$ cat src/rtl/axicb_wr_arbiter.sv
// AXI crossbar slave-port write arbiter: grants one AW at a time and routes W bursts in AW grant order.
// Define AXICB_WR_ARB_RR_EN for round-robin AW arbitration; otherwise the lowest index wins.
module axicb_wr_arbiter #(
  parameter int MST_NB      = 4,
  parameter int OSTDREQ_NUM = 4
) (
  input  logic                         aclk,
  input  logic                         aresetn,
  input  logic                         srst,
  input  logic [MST_NB-1:0]            req_awvalid,
  output logic [MST_NB-1:0]            req_awready,
  output logic                         slv_awvalid,
  input  logic                         slv_awready,
  output logic [MST_NB-1:0]            aw_grant,
  input  logic [MST_NB-1:0]            req_wvalid,
  input  logic [MST_NB-1:0]            req_wlast,
  output logic [MST_NB-1:0]            req_wready,
  output logic                         slv_wvalid,
  input  logic                         slv_wready,
  output logic [MST_NB-1:0]            w_grant,
  output logic [$clog2(OSTDREQ_NUM):0] ostd_cnt,
  output logic                         ostd_full
);

  localparam int IDX_W = $clog2(MST_NB);
  localparam int PTR_W = $clog2(OSTDREQ_NUM);
  localparam int CNT_W = PTR_W + 1;
  localparam logic [CNT_W-1:0]  FULL_CNT = CNT_W'(OSTDREQ_NUM);
  localparam logic [MST_NB-1:0] ONE      = MST_NB'(1);

  typedef enum logic {IDLE, GRANT} state_t;

  state_t            state_p0, state_nx;
  logic [MST_NB-1:0] grant_p0, grant_nx;
  logic [IDX_W-1:0]  gidx_p0, gidx_nx;
  logic [IDX_W-1:0]  start_idx, win_idx;
  logic              aw_hs, push, pop;

  logic [IDX_W-1:0]  q_mem [OSTDREQ_NUM];
  logic [PTR_W-1:0]  wr_ptr_p0, rd_ptr_p0;
  logic [CNT_W-1:0]  cnt_p0;
  logic              q_empty;
  logic [IDX_W-1:0]  head;

  // First requester found when scanning upward from start, wrapping at MST_NB.
  function automatic logic [IDX_W-1:0] pick_winner(input logic [MST_NB-1:0] vld,
                                                   input logic [IDX_W-1:0]  start);
    logic [2*MST_NB-1:0] dbl;
    logic [MST_NB-1:0]   rot;
    logic [IDX_W:0]      sum;
    logic                found;
    pick_winner = '0;
    found       = 1'b0;
    sum         = '0;
    dbl         = {vld, vld} >> start;
    rot         = dbl[MST_NB-1:0];
    for (int i = 0; i < MST_NB; i++) begin
      if (!found && rot[i]) begin
        found = 1'b1;
        sum   = {1'b0, start} + (IDX_W+1)'(i);
        if (sum >= (IDX_W+1)'(MST_NB)) sum = sum - (IDX_W+1)'(MST_NB);
        pick_winner = sum[IDX_W-1:0];
      end
    end
  endfunction

`ifdef AXICB_WR_ARB_RR_EN
  function automatic logic [IDX_W-1:0] next_idx(input logic [IDX_W-1:0] idx);
    next_idx = (idx == IDX_W'(MST_NB-1)) ? '0 : idx + IDX_W'(1);
  endfunction

  logic [IDX_W-1:0] rr_ptr_p0;

  always_ff @(posedge aclk or negedge aresetn) begin
    if (!aresetn)   rr_ptr_p0 <= '0;
    else if (srst)  rr_ptr_p0 <= '0;
    else if (aw_hs) rr_ptr_p0 <= next_idx(gidx_p0);
  end

  assign start_idx = rr_ptr_p0;
`else
  assign start_idx = '0;
`endif

  assign win_idx = pick_winner(req_awvalid, start_idx);

  // Stage p0: AW grant FSM (grant registered in IDLE, frozen in GRANT until handshake)
  always_ff @(posedge aclk or negedge aresetn) begin
    if (!aresetn) begin
      state_p0 <= IDLE;
      grant_p0 <= '0;
      gidx_p0  <= '0;
    end else if (srst) begin
      state_p0 <= IDLE;
      grant_p0 <= '0;
      gidx_p0  <= '0;
    end else begin
      state_p0 <= state_nx;
      grant_p0 <= grant_nx;
      gidx_p0  <= gidx_nx;
    end
  end

  always_comb begin
    state_nx    = state_p0;
    grant_nx    = grant_p0;
    gidx_nx     = gidx_p0;
    slv_awvalid = 1'b0;
    req_awready = '0;
    aw_hs       = 1'b0;
    case (state_p0)
      IDLE: begin
        if (|req_awvalid && !ostd_full) begin
          state_nx = GRANT;
          gidx_nx  = win_idx;
          grant_nx = ONE << win_idx;
        end
      end
      GRANT: begin
        slv_awvalid = |(req_awvalid & grant_p0);
        req_awready = grant_p0 & {MST_NB{slv_awready}};
        aw_hs       = slv_awvalid & slv_awready;
        if (aw_hs) begin
          state_nx = IDLE;
          grant_nx = '0;
        end
      end
      default: state_nx = IDLE;
    endcase
  end

  assign aw_grant = grant_p0;
  assign push     = aw_hs;

  // Stage p1: W-order queue of granted master indices; the head steers the W mux
  always_ff @(posedge aclk) begin
    if (push) q_mem[wr_ptr_p0] <= gidx_p0;
  end

  always_ff @(posedge aclk or negedge aresetn) begin
    if (!aresetn) begin
      wr_ptr_p0 <= '0;
      rd_ptr_p0 <= '0;
      cnt_p0    <= '0;
    end else if (srst) begin
      wr_ptr_p0 <= '0;
      rd_ptr_p0 <= '0;
      cnt_p0    <= '0;
    end else begin
      if (push) wr_ptr_p0 <= wr_ptr_p0 + PTR_W'(1);
      if (pop)  rd_ptr_p0 <= rd_ptr_p0 + PTR_W'(1);
      case ({push, pop})
        2'b10:   cnt_p0 <= cnt_p0 + CNT_W'(1);
        2'b01:   cnt_p0 <= cnt_p0 - CNT_W'(1);
        default: cnt_p0 <= cnt_p0;
      endcase
    end
  end

  assign q_empty   = (cnt_p0 == '0);
  assign head      = q_mem[rd_ptr_p0];
  assign ostd_cnt  = cnt_p0;
  assign ostd_full = (cnt_p0 == FULL_CNT);

  assign w_grant    = q_empty ? '0 : (ONE << head);
  assign slv_wvalid = !q_empty && req_wvalid[head];
  assign req_wready = w_grant & {MST_NB{slv_wready}};
  assign pop        = slv_wvalid & slv_wready & req_wlast[head];

endmodule

$ cat config.mk
export PLATFORM = sky130hd
export DESIGN_NAME = axicb_wr_arbiter
export DESIGN_NICKNAME = d
export VERILOG_FILES = /design/src/rtl/axicb_wr_arbiter.sv
export SDC_FILE = /design/constraint.sdc
export NUM_CORES = 1
export LEC_CHECK = 0
export ABC_CLOCK_PERIOD_IN_PS = 5800
export BUFFER_PORTS_ARGS = -buffer_cell sky130_fd_sc_hd__buf_2
export CAP_MARGIN = 10
export CORE_MARGIN = 2
export CORE_UTILIZATION = 40
export CTS_CLUSTER_DIAMETER = 30
export DETAILED_ROUTE_END_ITERATION = 10
export PLACE_DENSITY = 0.66
export SKIP_CTS_REPAIR_TIMING = 1
export SKIP_LAST_GASP = 1
export SYNTH_ARGS = -nofsm -noshare
export SYNTH_HDL_FRONTEND = slang
export SYNTH_SLANG_ARGS = --single-unit
$ cat constraint.sdc
create_clock -name aclk -period 5.8 [get_ports aclk]
set_input_delay 0.58 -clock aclk [delete_from_list [all_inputs] [get_ports aclk]]
set_output_delay 0.58 -clock aclk [all_outputs]
set_load 0.03 [all_outputs]
==> summary.md, run 1 <==
| Metric | Value |
|---|---|
| Util after Layout | 0.515 |
| GRT met2 Usage | 0.286 |
| CP cell instances | mux4_1 > mux4_2 > nor2b_1 > buf_2 |
| Worst r2r path cells | 8 |
| CP delay by family, top | multiplexers |
| YS warnings | 0 |
| Synth Area in Adders | 0.0528 |
| Vias per Instance | 5.15 |
| Worst hold path type | in2async |
| Grt met3 use | 0.0357 |
| Drt first-iter violations | 44 |
| Antenna violations before repair | 0 |
| Clock Latency Late Sink | 0.30 ns |
| DR DRC count | 0 |
| Fmax | 348 MHz |
| CP Buf/Inv Count | 1 |
| Clock-pin slew on the worst setup and hold paths | 0.12 ns |
| Cells after Synth | 127 |
| Normalized max-slew margin | 0.612 |
| PwrDens | 201 nW/um^2 |
| XOR/XNOR share of the synthesized area | 0.0198 |
| Tcrit/Tclk final | 0.495 |
| Synth-to-layout area growth | 20.5% |
| Die height | 61.6 microns |
| # IOs | 39 |
| Clock Tree Buf Depth | 2 |
| First-pass GRT wire length | 4330 microns |
| Total CTS buffers | 3 |
| Critical path peak fanout | 8 |
| Routed via count | 1072 |
| # fillers | 315 |
| Clock Skews | 0.00301 ns |
| Critical path data required time | 5.22 ns |
| Unrepaired setup endpoints after global routing | no |
| Starting Density | 0.428 |
| # port buffers | 38 |
| Status | complete, no violations |
| DRT Wirelength | 2710 microns |
| Core area | 3100 sq um |
| Routability cong. | 0.790 |
| Drt wl/cell | 13.0 microns |
| Multiplexer share of the synthesized area | 0.116 |
| Max-cap viol count | 0 |
| Die span in x | 61.6 microns |
| CTS H-tree depth | 1 |
| CTS tree | built |
| GRT Max-Usage Layer | met2 |
| Syn avg cell area | 10.5 sq um |
| Complex-gate fraction of the synthesized area | 0.0867 |
| M1 GR Usage | 0.180 |
| Synthesized Nets | 149 |
| Async SR Flop Fraction | 0.636 |
| Critical Path Start Type | flop |
| Prevailing post-synth register cell | dfrtp_1 |
| Hold Violations, Final | 0 |
| Max VDD drop | 128 uV |
| Cell Count, Final, Fillers Out | 208 |
| Layout cell share with drive strength beyond 1 | 0.305 |
| Pins Over Slew Limit | 0 |
| Reg-to-reg slack, setup | 2.98 ns |
| Netlist Area Pre-Place | 1330 sq um |
| R2R Path Start | rd_ptr_p0[0] |
| Critical-path top delay cell | mux4_1 |
| Number of global-route vias before repair | 1023 |
| Post-DP HPWL | 2090 microns |
| Reg-to-reg critical path endpoint | ostd_cnt[2] |
| Routed Antenna Nets | 0 |
| Final TNS setup | 0 ns |
| Worst slew pin tran | 0.582 ns |
| DR pass1 iterations | 4 |
| CP startpoint | rd_ptr_p0[0] |
| Final setup viols | 0 |
| Levels on crit path | 4 |
| Worst EP arrival | 2.29 ns |
| Min Tclk post-route | 2.87 ns |
| Net count, final | 187 |
| Number of synthesized flops with an enable pin | 8 |
| Die ar. | 3800 sq um |
| Distinct cells, synth | 39 |
| Post-placement cell count | 204 |
| Sink Count | 22 |
| Slowest stage delay, CP | 0.73 ns |
| FF+latch count, synth | 22 |
| Crit Path Category | reg2out |
| Ant diodes | 0 |
| Critical path endpoint | slv_wvalid |
| Num rows | 20 |
| Sequential share of the synthesized area | 0.445 |
| Largest family of logic cells by synthesized area | simple AND/OR/NAND/NOR gates |
| Root Driver | clkbuf_4 |
| Gr ovfl total | 0 |
| Simple-Gate Fraction of Synth Area | 0.249 |
| Leakage power | 0.750 nW |
| Largest net degree at the start of global routing | 19 |
| Worst setup EP type | output pin |
| GRT Overall Usage | 0.157 |
==> final cells by class <==
class | instances | area [sq um] | area share
Multi-Input combinational cell | 96 | 696 | 0.435
Sequential cell | 22 | 591 | 0.369
Timing Repair Buffer | 38 | 190 | 0.119
Tap cell | 44 | 55.1 | 0.0344
Clock inverter | 1 | 30.0 | 0.0188
Clock buffer | 3 | 22.5 | 0.0141
Inverter | 4 | 15.0 | 0.00939
==> worst register-to-register path, stage by stage, from the launching register on <==
cell and delay [ns]:
dfrtp_1 0.46, mux4_1 0.73, nand2_1 0.22, o22a_1 0.21, nor2_1 0.06, fa_1 0.40, and2_1 0.15, mux2i_1 0.14
mux2_1 0.34
==> worst min path at each step <==
| stage | startpoint | endpoint | slack [ns] | depth (start not counted) |
|---|---|---|---|---|
| 4_1_cts | aresetn | aw_grant[2] | 0.16 | 1 |
| 3_3_place_gp | aresetn | aw_grant[2] | 0.49 | 1 |
| 2_1_floorplan | aresetn | aw_grant[0] | 0.28 | 0 |
| 3_5_place_dp | aresetn | aw_grant[2] | 0.50 | 1 |
| 5_1_grt | aresetn | aw_grant[3] | 0.15 | 1 |
| 6_report | aresetn | aw_grant[2] | 0.16 | 1 |
==> cells in the final DEF (no fill, tap or decap), types with 5 or more instances in the layout <==
cell type | synthesis | routed
nor3_1 | 6 | 6
and3_1 | 5 | 5
nand2_1 | 11 | 11
edfxtp_1 | 8 | 8
buf_2 | 0 | 38
nor2_1 | 17 | 17
dfrtp_1 | 14 | 14
and2_1 | 5 | 5
==> state kept, by name (all words and copies together), names as in the netlist <==
signal / flops
state_p0: 1
aw_grant: 4
ostd_cnt: 3
rd_ptr_p0: 2
q_mem: 8
gidx_p0: 2
wr_ptr_p0: 2
==> power by group <==
part | switching [mW] | internal (mW) | total, mW
combinational | 0.0230 | 0.0151 | 0.0381
sequential | 0.00413 | 0.164 | 0.168
clock | 0.0452 | 0.0698 | 0.115
total | 0.0723 | 0.249 | 0.322
==> logic make-up (layout without fill, tap and decap cells) <==
| logic type | count (synthesis) | in the layout |
|---|---|---|
| xor+xnor | 3 | 3 |
| fa+ha+maj | 5 | 5 |
| buf+inv | 9 | 46 |
| mux | 10 | 10 |
| simple gates | 63 | 63 |
| compound gates | 15 | 15 |
| flops | 22 | 22 |
==> per-layer routing <==
layer	wire length [microns]	part of all wire
met1	1120	0.41
met2	1380	0.51
met3	185	0.068
met4	26	0.0096
met5	0	0
==> cells in the mapped netlist (2+ instances only) <==
master	count	area (sq um)
dfrtp_1	14	350
a21oi_1	4	20.0
nor3b_1	4	30.0
mux2_4	2	30.0
nor2_1	17	63.8
a22oi_1	2	15.0
mux4_2	2	45.0
nand2_1	11	41.3
inv_1	4	15.0
nor3_1	6	30.0
nand2b_1	3	18.8
nor2b_1	4	25.0
nand3b_1	2	15.0
and3_1	5	31.3
xnor2_1	3	26.3
or3_1	2	12.5
mux2i_1	3	30.0
ha_1	4	50.1
clkbuf_1	4	15.0
and2_1	5	31.3
edfxtp_1	8	240
==> metrics by stage <==
stage	hold slack (ns)	instance area, sq um	power (mW)	setup WS (ns)
3_5_place_dp	0.505	1550	0.210	3.00
2_1_floorplan	0.284	1330	0.195	3.22
6_report	0.156	1600	0.322	2.93
3_3_place_gp	0.493	1550	0.209	3.12
5_1_grt	0.151	1600	0.337	2.81
4_1_cts	0.160	1600	0.326	2.90
Note: power is estimated with default switching activity, not from simulation.
==> inputs of run 2 (changes only) <==
--- a/config.mk
+++ b/config.mk
@@ -5,14 +5,15 @@
 export SDC_FILE = /design/constraint.sdc
 export NUM_CORES = 1
 export LEC_CHECK = 0
-export ABC_CLOCK_PERIOD_IN_PS = 5800
+export ABC_AREA = 1
+export ABC_CLOCK_PERIOD_IN_PS = 2500
 export BUFFER_PORTS_ARGS = -buffer_cell sky130_fd_sc_hd__buf_2
 export CAP_MARGIN = 10
 export CORE_MARGIN = 2
 export CORE_UTILIZATION = 40
 export CTS_CLUSTER_DIAMETER = 30
 export DETAILED_ROUTE_END_ITERATION = 10
-export PLACE_DENSITY = 0.66
+export PLACE_DENSITY = 0.68
 export SKIP_CTS_REPAIR_TIMING = 1
 export SKIP_LAST_GASP = 1
 export SYNTH_ARGS = -nofsm -noshare
==> constraint.sdc (replaced) <==
create_clock -name aclk -period 2.5 [get_ports aclk]
set_input_delay 0.25 -clock aclk [delete_from_list [all_inputs] [get_ports aclk]]
set_output_delay 0.25 -clock aclk [all_outputs]
set_load 0.03 [all_outputs]
==> run 2 against run 1 <==
Net effect:
- non-clock buffer count up 5
- combinational power rose to 17 times the previous value
- worst hold slack better by 0.085 ns
- sequential share of layout area down 5.5 points
- design area up 18%
- final cell count up 39%
- setup slack worse by 2.7 ns
- critical path type is now reg2reg
- largest power group is now combinational cells
- sequential power rose to 2.9 times the previous value
- highest routed layer unchanged
- clock power rose to 2.9 times the previous value
==> summary.md, run 2 <==
| Metric | Value |
|---|---|
| Sink Count | 22 (unchanged) |
| Antenna violations before repair | 0 (unchanged) |
| Number of synthesized flops with an enable pin | 8 (unchanged) |
| Cell Count, Final, Fillers Out | 289 (+39%) |
| # IOs | 39 (unchanged) |
| Synth top area share | 0.233 (-0.0310) |
| Status | complete, no violations |
| Root Driver | clkbuf_8 |
| Drt wl/cell | 10.8 microns (-17%) |
| Critical path peak fanout | 6 (-2) |
| Tcrit/Tclk final | 0.912 |
| Core area | 3630 sq um (+17%) |
| Synth-to-layout area growth | 25.5% |
| # port buffers | 38 (unchanged) |
| Critical path data required time | 2.67 ns (-2.55 ns) |
| Complex-gate fraction of the synthesized area | 0.0715 (-0.0152) |
| Sequential share of the synthesized area | 0.393 (-0.0522) |
| Routability cong. | 0.820 (+3.8%) |
| Final TNS setup | 0 ns (unchanged) |
| Worst hold path type | in2reg |
| Leading area contributor after synthesis | dfrtp_1 |
| Worst EP arrival | 2.45 ns (+0.16 ns) |
| FF+latch count, synth | 22 (unchanged) |
| Die span in x | 65.3 microns (+6.0%) |
| Synth Area in Adders | 0.0466 (-0.00619) |
| XOR/XNOR share of the synthesized area | 0.00582 (-0.0140) |
| Largest net degree at the start of global routing | 15 (-4) |
| Total power draw | 1.46 mW (+350%) |
| Ranking of synthesized cells by area | dfrtp_1 (23%), edfxtp_1 (16%), nand2_1 (13%) |
| Leakage power | 1.00 nW (+33%) |
| CTS H-tree depth | 1 (unchanged) |
| Netlist Area Pre-Place | 1500 sq um (+13%) |
| Max-cap viol count | 0 (unchanged) |
| Setup WS pre-CTS | 0.0323 ns (-2.96 ns) |
| DP Area | 1760 sq um (+14%) |
| Min Tclk post-route | 2.28 ns |
| Normalized max-slew margin | 0.787 (+0.175) |
| Largest family of logic cells by synthesized area | simple AND/OR/NAND/NOR gates |
| Fmax | 439 MHz |
| DR DRC count | 0 (unchanged) |
| # fillers | 375 (+19%) |
| DR pass1 iterations | 5 (+1) |
| Gr ovfl total | 0 (unchanged) |
| Max reg flops | 8 (unchanged) |
| Syn avg cell area | 7.71 sq um (-26%) |
| DRT Wirelength | 3130 microns (+16%) |
| Critical Path Start Type | flop |
| Most frequent cells in the layout | nand2_1 (51), buf_2 (38), inv_1 (27) |
| Util after Layout | 0.519 (+0.00396) |
| Commonest non-fill, non-tap cell in the layout | nand2_1 |
| Clock Latency Late Sink | 0.27 ns (-0.03 ns) |
| CTS tree | built |
| Commonest cells in the netlist | nand2_1 (54), inv_1 (27), nand3_1 (22), nor2_1 (20), dfrtp_1 (14) |
| Hold Violations, Final | 0 (unchanged) |
| Num rows | 22 (+10%) |
| Clock-pin slew on the worst setup and hold paths | 0.08 ns (-0.04 ns) |
| Simple-Gate Fraction of Synth Area | 0.398 (+0.149) |
| Most common cell in the netlist | nand2_1 |
| Prevailing post-synth register cell | dfrtp_1 |
| Clock Tree Buf Depth | 2 (unchanged) |
| Multiplexer share of the synthesized area | 0 (-0.116) |
| Cells after Synth | 195 (+54%) |
| Number of global-route vias before repair | 1274 (+25%) |
| Worst setup EP type | flop |
| Post-DP HPWL | 2480 microns (+19%) |
| Fin Hold WS | 0.240 ns (+0.0849 ns) |
| Drt first-iter violations | 46 (+4.5%) |
| Pins Over Slew Limit | 0 (unchanged) |
| PwrDens | 773 nW/um^2 (+280%) |
| Final setup viols | 0 (unchanged) |
| Reg with most FFs | q_mem |
| Total CTS buffers | 3 (unchanged) |
| Vias per Instance | 4.72 (-8.4%) |
| Post-placement cell count | 282 (+38%) |
| Setup WS post-layout | 0.221 ns (-2.71 ns) |
| Net count, final | 264 (+41%) |
| Synthesized Nets | 217 (+46%) |
| Distinct cells, synth | 27 (-31%) |
| Die height | 65.3 microns (+6.0%) |
| Clock Skews | 0.00115 ns (-0.00186 ns) |
| Async SR Flop Fraction | 0.636 (unchanged) |
| First-pass GRT wire length | 5590 microns (+29%) |
| Routed via count | 1364 (+27%) |
| Max VDD drop | 365 uV (+190%) |
| Ant diodes | 0 (unchanged) |
| Crit Path Category | reg2reg |
| Finished Cell Area | 1890 sq um (+18%) |
| YS warnings | 0 (unchanged) |
| Worst slew pin tran | 0.320 ns (-0.263 ns) |
| Layout cell share with drive strength beyond 1 | 0.290 (-0.0144) |
| GRT Overall Usage | 0.164 (+0.00713) |
| Starting Density | 0.414 (-0.0139) |
| Routed Antenna Nets | 0 (unchanged) |
| Die ar. | 4270 sq um (+12%) |
## run 2: report_power, final
group | switching (mW) | internal [mW]
combinational | 0.425 | 0.218
sequential | 0.0641 | 0.415
clock | 0.123 | 0.214
## run 2: cells by family (layout without fill, tap and decap cells)
kind of cell | Yosys count | in the layout
simple gates | 118 | 118
buf+inv | 31 | 77
flops | 22 | 22
xor+xnor | 1 | 1
compound gates | 18 | 18
fa+ha+maj | 5 | 5
## run 2: path summary, 6_finish.rpt
path	start	end	slack, ns	cells after the start
worst min-delay path	srst	gidx_p0[1]	0.24	2
worst min register to register	gidx_p0[0]	q_mem[1][0]	0.56	0
worst max-delay path	rd_ptr_p0[0]	ostd_cnt[2]	0.22	16
max in group asynchronous	aresetn	rd_ptr_p0[0]	1.83	2
worst max register to register	rd_ptr_p0[0]	ostd_cnt[2]	0.22	16
min in group asynchronous	aresetn	wr_ptr_p0[1]	0.41	2
## run 2: critical path: stages, from the launching register on
cell            delay, ns
dfrtp_2              0.49
dlymetal6s2s_1       0.21
nand2_1              0.08
nand3_1              0.08
nand2_2              0.10
nand3_1              0.07
nand3_1              0.08
nor2_1               0.05
nand3_1              0.10
inv_1                0.06
fa_1                 0.41
xnor2_2              0.17
inv_1                0.05
nand2_1              0.06
nand2_1              0.04
nand3_1              0.06
nand2_1              0.05
## run 2: area by class of cell
| type | count | area, sq um | area share |
|---|---|---|---|
| clock buffers | 3 | 41.3 | 0.0219 |
| clock inverters | 1 | 30.0 | 0.0159 |
| inverters | 30 | 120 | 0.0637 |
| multi-input cells | 142 | 807 | 0.428 |
| flip-flops and latches | 22 | 593 | 0.314 |
| well taps | 48 | 60.1 | 0.0318 |
| repair buffers | 43 | 235 | 0.125 |
## run 2: layer usage
layer / global-route usage / vias to the layer above / wire, microns
met5: 0 / - / 0
met4: 0.0625 / 0 / 55
met3: 0.0223 / 5 / 205
met2: 0.268 / 41 / 1360
met1: 0.223 / 597 / 1510
li1: - / 721 / -
